File: src/rtl/cache_refill_arbiter_if.sv
// Bundle of the requester-side and AXI-controller-side signals of the
// refill arbiter. The master modport is the arbiter's view; the slave
// modport is the view of the surrounding cache units and AXI controller.
interface cache_refill_arbiter_if #(
    parameter int ADDR_WIDTH = 32,
    parameter int DATA_WIDTH = 128,
    parameter int NREQ       = 3
);
    // Requester side
    logic [NREQ-1:0]                 req_rreq_i;
    logic [NREQ-1:0][ADDR_WIDTH-1:0] req_addr_i;
    logic [NREQ-1:0]                 req_rdy_o;
    logic [NREQ-1:0]                 req_rvalid_o;
    logic                            req_rlast_o;
    logic [DATA_WIDTH-1:0]           req_rdata_o;

    // AXI-controller side
    logic                            axi_rreq_o;
    logic [ADDR_WIDTH-1:0]           axi_addr_o;
    logic                            axi_rdy_i;
    logic                            axi_rvalid_i;
    logic                            axi_rlast_i;
    logic [DATA_WIDTH-1:0]           axi_data_i;

    modport master (
        input  req_rreq_i, req_addr_i,
        output req_rdy_o, req_rvalid_o, req_rlast_o, req_rdata_o,
        output axi_rreq_o, axi_addr_o,
        input  axi_rdy_i, axi_rvalid_i, axi_rlast_i, axi_data_i
    );

    modport slave (
        output req_rreq_i, req_addr_i,
        input  req_rdy_o, req_rvalid_o, req_rlast_o, req_rdata_o,
        input  axi_rreq_o, axi_addr_o,
        output axi_rdy_i, axi_rvalid_i, axi_rlast_i, axi_data_i
    );
endinterface

File: src/rtl/cache_refill_arbiter.sv
// Round-robin arbiter sharing the single AXI-controller read channel
// between the ICache (0), DCache (1) and uncached loads (2). One request
// is in flight at a time: its address is latched at grant, presented to
// the AXI controller until accepted, and the returned beats are steered
// combinationally back to the granted requester.
module cache_refill_arbiter #(
    parameter int ADDR_WIDTH = 32,
    parameter int DATA_WIDTH = 128,
    parameter int NREQ       = 3
) (
    input  logic                  clk,
    input  logic                  rst,
    cache_refill_arbiter_if.master bus
);

    localparam int GW = (NREQ > 1) ? $clog2(NREQ) : 1;

    typedef enum logic [1:0] {
        ST_IDLE = 2'd0,
        ST_REQ  = 2'd1,
        ST_WAIT = 2'd2
    } state_t;

    state_t                r_state;
    state_t                w_state_nxt;
    logic [GW-1:0]         r_grant;
    logic [GW-1:0]         r_last_grant;
    logic [ADDR_WIDTH-1:0] r_addr;

    logic                  w_any_req;
    logic [GW-1:0]         w_pick;
    logic                  w_last_beat;

    // First requester set at or after last_grant+1, wrapping modulo NREQ,
    // so the most recently served requester has the lowest priority.
    function automatic logic [GW-1:0] rr_pick(
        input logic [NREQ-1:0] reqs,
        input logic [GW-1:0]   last
    );
        int   idx;
        logic found;
        rr_pick = '0;
        found   = 1'b0;
        for (int off = 1; off <= NREQ; off++) begin
            idx = int'(last) + off;
            if (idx >= NREQ) begin
                idx = idx - NREQ;
            end
            if (!found && reqs[idx]) begin
                rr_pick = GW'(idx);
                found   = 1'b1;
            end
        end
    endfunction

    // Arbitration inputs: pending requests and the round-robin winner.
    always_comb begin
        w_any_req   = |bus.req_rreq_i;
        w_pick      = rr_pick(bus.req_rreq_i, r_last_grant);
        w_last_beat = bus.axi_rvalid_i & bus.axi_rlast_i;
    end

    // FSM state register; reset may arrive mid-burst, beats still in
    // flight afterwards land in IDLE and are dropped.
    always_ff @(posedge clk or posedge rst) begin
        // NOTE: non-blocking assignments in clocked blocks so every
        // register samples the pre-edge values of the others.
        if (rst) begin
            r_state <= ST_IDLE;
        end else begin
            r_state <= w_state_nxt;
        end
    end

    // Grant bookkeeping: latch winner and its address on leaving IDLE,
    // record the finished grant for round-robin on the last beat.
    always_ff @(posedge clk or posedge rst) begin
        if (rst) begin
            r_grant      <= '0;
            r_addr       <= '0;
            r_last_grant <= GW'(NREQ - 1);
        end else begin
            if (r_state == ST_IDLE && w_any_req) begin
                r_grant <= w_pick;
                r_addr  <= bus.req_addr_i[w_pick];
            end
            if (r_state == ST_WAIT && w_last_beat) begin
                r_last_grant <= r_grant;
            end
        end
    end

    // Next-state and output decode; every output is 0 in IDLE, which also
    // makes all outputs 0 while reset holds the FSM in IDLE.
    always_comb begin
        // NOTE: defaults first so no path through the case leaves a
        // signal unassigned, which would infer a latch.
        w_state_nxt      = r_state;
        bus.req_rdy_o    = '0;
        bus.req_rvalid_o = '0;
        bus.req_rlast_o  = 1'b0;
        bus.req_rdata_o  = '0;
        bus.axi_rreq_o   = 1'b0;
        bus.axi_addr_o   = '0;

        case (r_state)
            ST_IDLE: begin
                if (w_any_req) begin
                    w_state_nxt = ST_REQ;
                end
            end
            ST_REQ: begin
                bus.axi_rreq_o = 1'b1;
                bus.axi_addr_o = r_addr;
                if (bus.axi_rdy_i) begin
                    bus.req_rdy_o[r_grant] = 1'b1;
                    w_state_nxt            = ST_WAIT;
                end
            end
            ST_WAIT: begin
                bus.req_rvalid_o[r_grant] = bus.axi_rvalid_i;
                bus.req_rlast_o           = w_last_beat;
                bus.req_rdata_o           = bus.axi_data_i;
                if (w_last_beat) begin
                    w_state_nxt = ST_IDLE;
                end
            end
            default: begin
                w_state_nxt = ST_IDLE;
            end
        endcase
    end

endmodule

File: src/flat_wrapper.sv
// flat-port wrapper written by rule: the top's interface ports become plain ports
module cache_refill_arbiter_flat 
#(
    parameter int ADDR_WIDTH = 32,
    parameter int DATA_WIDTH = 128,
    parameter int NREQ       = 3
)
  (clk, rst, bus_req_rreq_i, bus_req_addr_i, bus_req_rdy_o, bus_req_rvalid_o, bus_req_rlast_o, bus_req_rdata_o, bus_axi_rreq_o, bus_axi_addr_o, bus_axi_rdy_i, bus_axi_rvalid_i, bus_axi_rlast_i, bus_axi_data_i);
  cache_refill_arbiter_if #(.ADDR_WIDTH(ADDR_WIDTH), .DATA_WIDTH(DATA_WIDTH), .NREQ(NREQ)) bus_i ();
  input  logic clk;
  input  logic rst;
  input wire logic [$bits(bus_i.req_rreq_i)-1:0] bus_req_rreq_i;
  input wire logic [$bits(bus_i.req_addr_i)-1:0] bus_req_addr_i;
  output wire logic [$bits(bus_i.req_rdy_o)-1:0] bus_req_rdy_o;
  output wire logic [$bits(bus_i.req_rvalid_o)-1:0] bus_req_rvalid_o;
  output wire logic [$bits(bus_i.req_rlast_o)-1:0] bus_req_rlast_o;
  output wire logic [$bits(bus_i.req_rdata_o)-1:0] bus_req_rdata_o;
  output wire logic [$bits(bus_i.axi_rreq_o)-1:0] bus_axi_rreq_o;
  output wire logic [$bits(bus_i.axi_addr_o)-1:0] bus_axi_addr_o;
  input wire logic [$bits(bus_i.axi_rdy_i)-1:0] bus_axi_rdy_i;
  input wire logic [$bits(bus_i.axi_rvalid_i)-1:0] bus_axi_rvalid_i;
  input wire logic [$bits(bus_i.axi_rlast_i)-1:0] bus_axi_rlast_i;
  input wire logic [$bits(bus_i.axi_data_i)-1:0] bus_axi_data_i;
  assign bus_i.req_rreq_i = bus_req_rreq_i;
  assign bus_i.req_addr_i = bus_req_addr_i;
  assign bus_req_rdy_o = bus_i.req_rdy_o;
  assign bus_req_rvalid_o = bus_i.req_rvalid_o;
  assign bus_req_rlast_o = bus_i.req_rlast_o;
  assign bus_req_rdata_o = bus_i.req_rdata_o;
  assign bus_axi_rreq_o = bus_i.axi_rreq_o;
  assign bus_axi_addr_o = bus_i.axi_addr_o;
  assign bus_i.axi_rdy_i = bus_axi_rdy_i;
  assign bus_i.axi_rvalid_i = bus_axi_rvalid_i;
  assign bus_i.axi_rlast_i = bus_axi_rlast_i;
  assign bus_i.axi_data_i = bus_axi_data_i;
  cache_refill_arbiter #(.ADDR_WIDTH(ADDR_WIDTH), .DATA_WIDTH(DATA_WIDTH), .NREQ(NREQ)) u_core (.clk(clk), .rst(rst), .bus(bus_i));
endmodule
File: config.mk
export PLATFORM = sky130hd
export DESIGN_NAME = cache_refill_arbiter_flat
export DESIGN_NICKNAME = d
export VERILOG_FILES = /design/src/rtl/cache_refill_arbiter_if.sv /design/src/rtl/cache_refill_arbiter.sv /design/src/flat_wrapper.sv
export SDC_FILE = /design/constraint.sdc
export NUM_CORES = 1
export LEC_CHECK = 0
export ABC_CLOCK_PERIOD_IN_PS = 2270
export BUFFER_PORTS_ARGS = -buffer_cell sky130_fd_sc_hd__buf_2
export CAP_MARGIN = 20
export CORE_AREA = 2 2 156 158
export DETAILED_ROUTE_END_ITERATION = 8
export DIE_AREA = 0 0 158 160
export GPL_TIMING_DRIVEN = 0
export PLACE_DENSITY_LB_ADDON = 0.3
export SYNTH_ARGS = -nofsm -noshare
export SYNTH_HDL_FRONTEND = slang
export SYNTH_SLANG_ARGS = --single-unit
File: constraint.sdc
create_clock -name clk -period 2.27 [get_ports clk]
set_clock_uncertainty 0.2 [all_clocks]
set_input_delay 0 -clock clk [delete_from_list [all_inputs] [get_ports clk]]
set_output_delay 0 -clock clk [all_outputs]
set_load 0.05 [all_outputs]
==> flow_summary_export.csv <==
group,metric,value,unit
global_routing,grt_pass1_vias,5986,
setup_path,cp_data_arrival_time,2.23,ns
floorplan,die-area,25300,um^2
final_layout,area_growth,100,%
placement,dp_hpwl,22200,um
clocking,cts-root-buf,"clkbuf_16",
placement,placed_area,6290,um^2
setup_path,crit_end,"u_core.r_addr[2]$_DFFE_PP0P_",
floorplan,rows,57,
timing,setup-tns-final,0,ns
power,powerDensity,1350,nW/um^2
clocking,cts-htree-levels,2,
route,dr.pass1.iters,5,
worst_hold_path,hold_class,"input port to flop",
route,drcViolationCount,0,
timing,setup_viol,0,
global_routing,antenna_found_initial,10,
timing,slew_viol_final,0,
global_routing,track_usage,20.8,%
clocking,cts_tree,"built",
yosys,ys_types,34,
global_routing,grt_max_degree,37,
setup_path,r2r-end,"u_core.r_addr[2]$_DFFE_PP0P_",
floorplan,die_y,160,um
floorplan,start_util,16.2,%
power,leakage,4.15,nW
floorplan,ios,400,
clocking,cts_made_buffers,5,
setup_path,critPathCaptureType,"flop",
setup_path,startpoint,"u_core.r_last_grant[1]$_DFFE_PP1P_",
route,via_count,6196,
clocking,cts_buffer_depth,2,
global_routing,overflow,0,
floorplan,core-area,23800,um^2
timing,rsz0062_at_grt,"true",
final_layout,finalNetCount,1252,
timing,hold_viol_final,1,
route,drtIter0Drc,411,
final_layout,n_fill_cell,2630,
run_status,status,"finished with violations",
setup_path,critPathKind,"flop to flop",
timing,finalHoldWorstSlack,-0.0152,ns
yosys,yosysWarnings,0,
yosys,synthCells,506,
route,wl_per_cell,20.7,um
timing,period_minus_slack,2.21,ns
final_layout,layout-drive-gt1-share,48.2,%
global_routing,grt_pass1_wl,38800,um
yosys,synth_seq_cells,38,
setup_path,critPathMaxFanout,10,
floorplan,die_x,158,um
final_layout,layout_common_cells,"buf_2, and2_1, dlygate4sd3_1",
timing,max_freq,0.453,GHz
route,drtAntennaViolNets,0,
run,maxCapViolations,0,
setup_path,crit_slowest_cell,"dfstp_2",
setup_path,r2r_cells,9,
final_layout,finalInstanceArea,7740,um^2
final_layout,final_common_cell,"buf_2",
route,vias_per_cell,4.61,
clocking,clkSinkCount,38,
yosys,syn_nets,742,
yosys,syn_avg_cell_area,7.64,um^2
power,power,10.4,mW
yosys,ys_seq_area_share,24.6,%
final_layout,final_core_util,32.5,%
placement,gp_routability_congestion,0.856,
timing,max_slew_margin,69.3,%
route,routed_wl,27800,um
setup_path,required,2.29,ns
clocking,clkTransAtPathRegs,0.07,ns
yosys,syn_area,3870,um^2
run_status,violations,"hold timing",
timing,tightest_slew,0.460,ns
setup_path,cp-start-kind,"flop",
setup_path,r2r_start,"u_core.r_last_grant[1]$_DFFE_PP1P_",
setup_path,worstPathCellList,"inv_1 > ha_4 > and3b_1 > a32oi_4 > buf_12 > buf_6 > buf_8 > nand4_1 > nand3_1",
setup_path,slowest_delay,0.53,ns
setup_path,r2r_slack,0.06,ns
clocking,clock_latency,0.29,ns
power,ir_drop,0.000676,V
placement,numPortBuffers,399,
timing,post-route-period-util,97.3,%
[area by class of cell]
cell class                      count  area (um^2)  area share (%)
Multi-Input combinational cell    403         2770            35.8
Timing Repair Buffer              504         3070            39.6
Tap cell                          324          405            5.24
Clock buffer                        6          139            1.79
Clock inverter                      2         12.5           0.162
Inverter                            4         15.0           0.194
Buffer                             60          365            4.72
Sequential cell                    38          953            12.3
Antenna cell                        4         10.0           0.129
[stage by stage]
stage	worst slack [ns]	hold WS, ns	std cells
floorplan	0.0515	-0.0928	506
global placement	-0.284	0.00811	1229
detailed placement	-0.301	-0.318	1230
CTS	0.0275	0.00541	1341
global route	-0.0398	0.0311	1343
finish	0.0605	-0.0152	1345
[cell families after synthesis]
logic type | synth area share [%]
compound gates | 16.9
fa+ha+maj | 1.29
buf+inv | 7.57
flops | 24.6
mux | 0.841
simple gates | 48.8
[flip-flops by register name, summed over array words and instances (netlist names)]
register	cells
u_core.r_addr	32
u_core.r_grant	2
u_core.r_last_grant	2
u_core.r_state	2
[worst min-delay path by stage]
stage	from	to	depth (start not counted)
detailed placement	rst	u_core.r_state[0]$_DFFE_PP0P_	2
global placement	bus_axi_rdy_i	u_core.r_state[0]$_DFFE_PP0P_	2
finish	bus_req_rreq_i[2]	u_core.r_grant[0]$_DFFE_PP0P_	4
CTS	bus_req_addr_i[27]	u_core.r_addr[27]$_DFFE_PP0P_	4
global route	bus_req_rreq_i[2]	u_core.r_grant[0]$_DFFE_PP0P_	4
floorplan	bus_axi_rdy_i	u_core.r_state[0]$_DFFE_PP0P_	1
[critical path, delay by kind of cell, from the launching register on]
family	cells	cell delay, ns
flip-flops	1	0.53
adder cells (fa/ha/maj)	1	0.26
AO/OA/AOI/OAI	1	0.22
buffers and inverters	4	0.54
AND/OR/NAND/NOR	3	0.40
[cells in the mapped netlist]
cell	n	area [um^2]
buf_6	3	33.8
and3b_1	1	8.76
buf_1	5	18.8
o2111ai_1	33	289
or3_1	1	6.26
mux2_2	2	22.5
a211oi_1	1	7.51
a21oi_1	4	20.0
nand3b_1	2	15.0
o21ai_0	1	5.00
a32oi_2	1	16.3
clkbuf_1	34	128
and3_1	34	213
nand2_1	6	22.5
o2111a_1	1	11.3
nor2_1	9	33.8
nand4_1	32	200
o211ai_1	1	7.51
mux2i_1	1	10.0
inv_1	4	15.0
buf_4	1	7.51
nand2b_1	4	25.0
dfrtp_1	37	926
ha_1	4	50.1
nand2_2	1	6.26
dfstp_2	1	26.3
nor2b_1	3	18.8
a21o_1	1	7.51
buf_2	18	90.1
nor3_1	2	10.0
a2bb2oi_1	32	280
and2_1	161	1010
o21bai_1	1	7.51
nand3_1	64	320
[repair_timing]
item | CTS | global route
hold buffers | 101 | 0
buffers inserted | 2 | 0
endpoints found under the hold margin | 73 | 0
gates cloned | 1 | 0
endpoints found under the setup margin | 166 | 63
pin swaps | 1 | 3
resized for setup | 34 | 56
[power by group]
part           switching [mW]  leakage (nW)  internal [mW]  total, mW
Clock                   0.319        0.0729          0.436      0.756
Combinational            5.70          3.61           2.68       8.38
Sequential              0.250         0.465           1.04       1.29
[layer usage]
metal / track usage (%) / wire length, um / vias up / part of all wire [%]
met5: 0 / 18 / - / 0.065
met3: 4.64 / 2390 / 59 / 8.6
met4: 7.00 / 844 / 2 / 3.0
met1: 23.2 / 10100 / 2913 / 36
met2: 38.4 / 14400 / 370 / 52
li1: - / - / 2852 / -
Power figures use the tool's default switching activity.
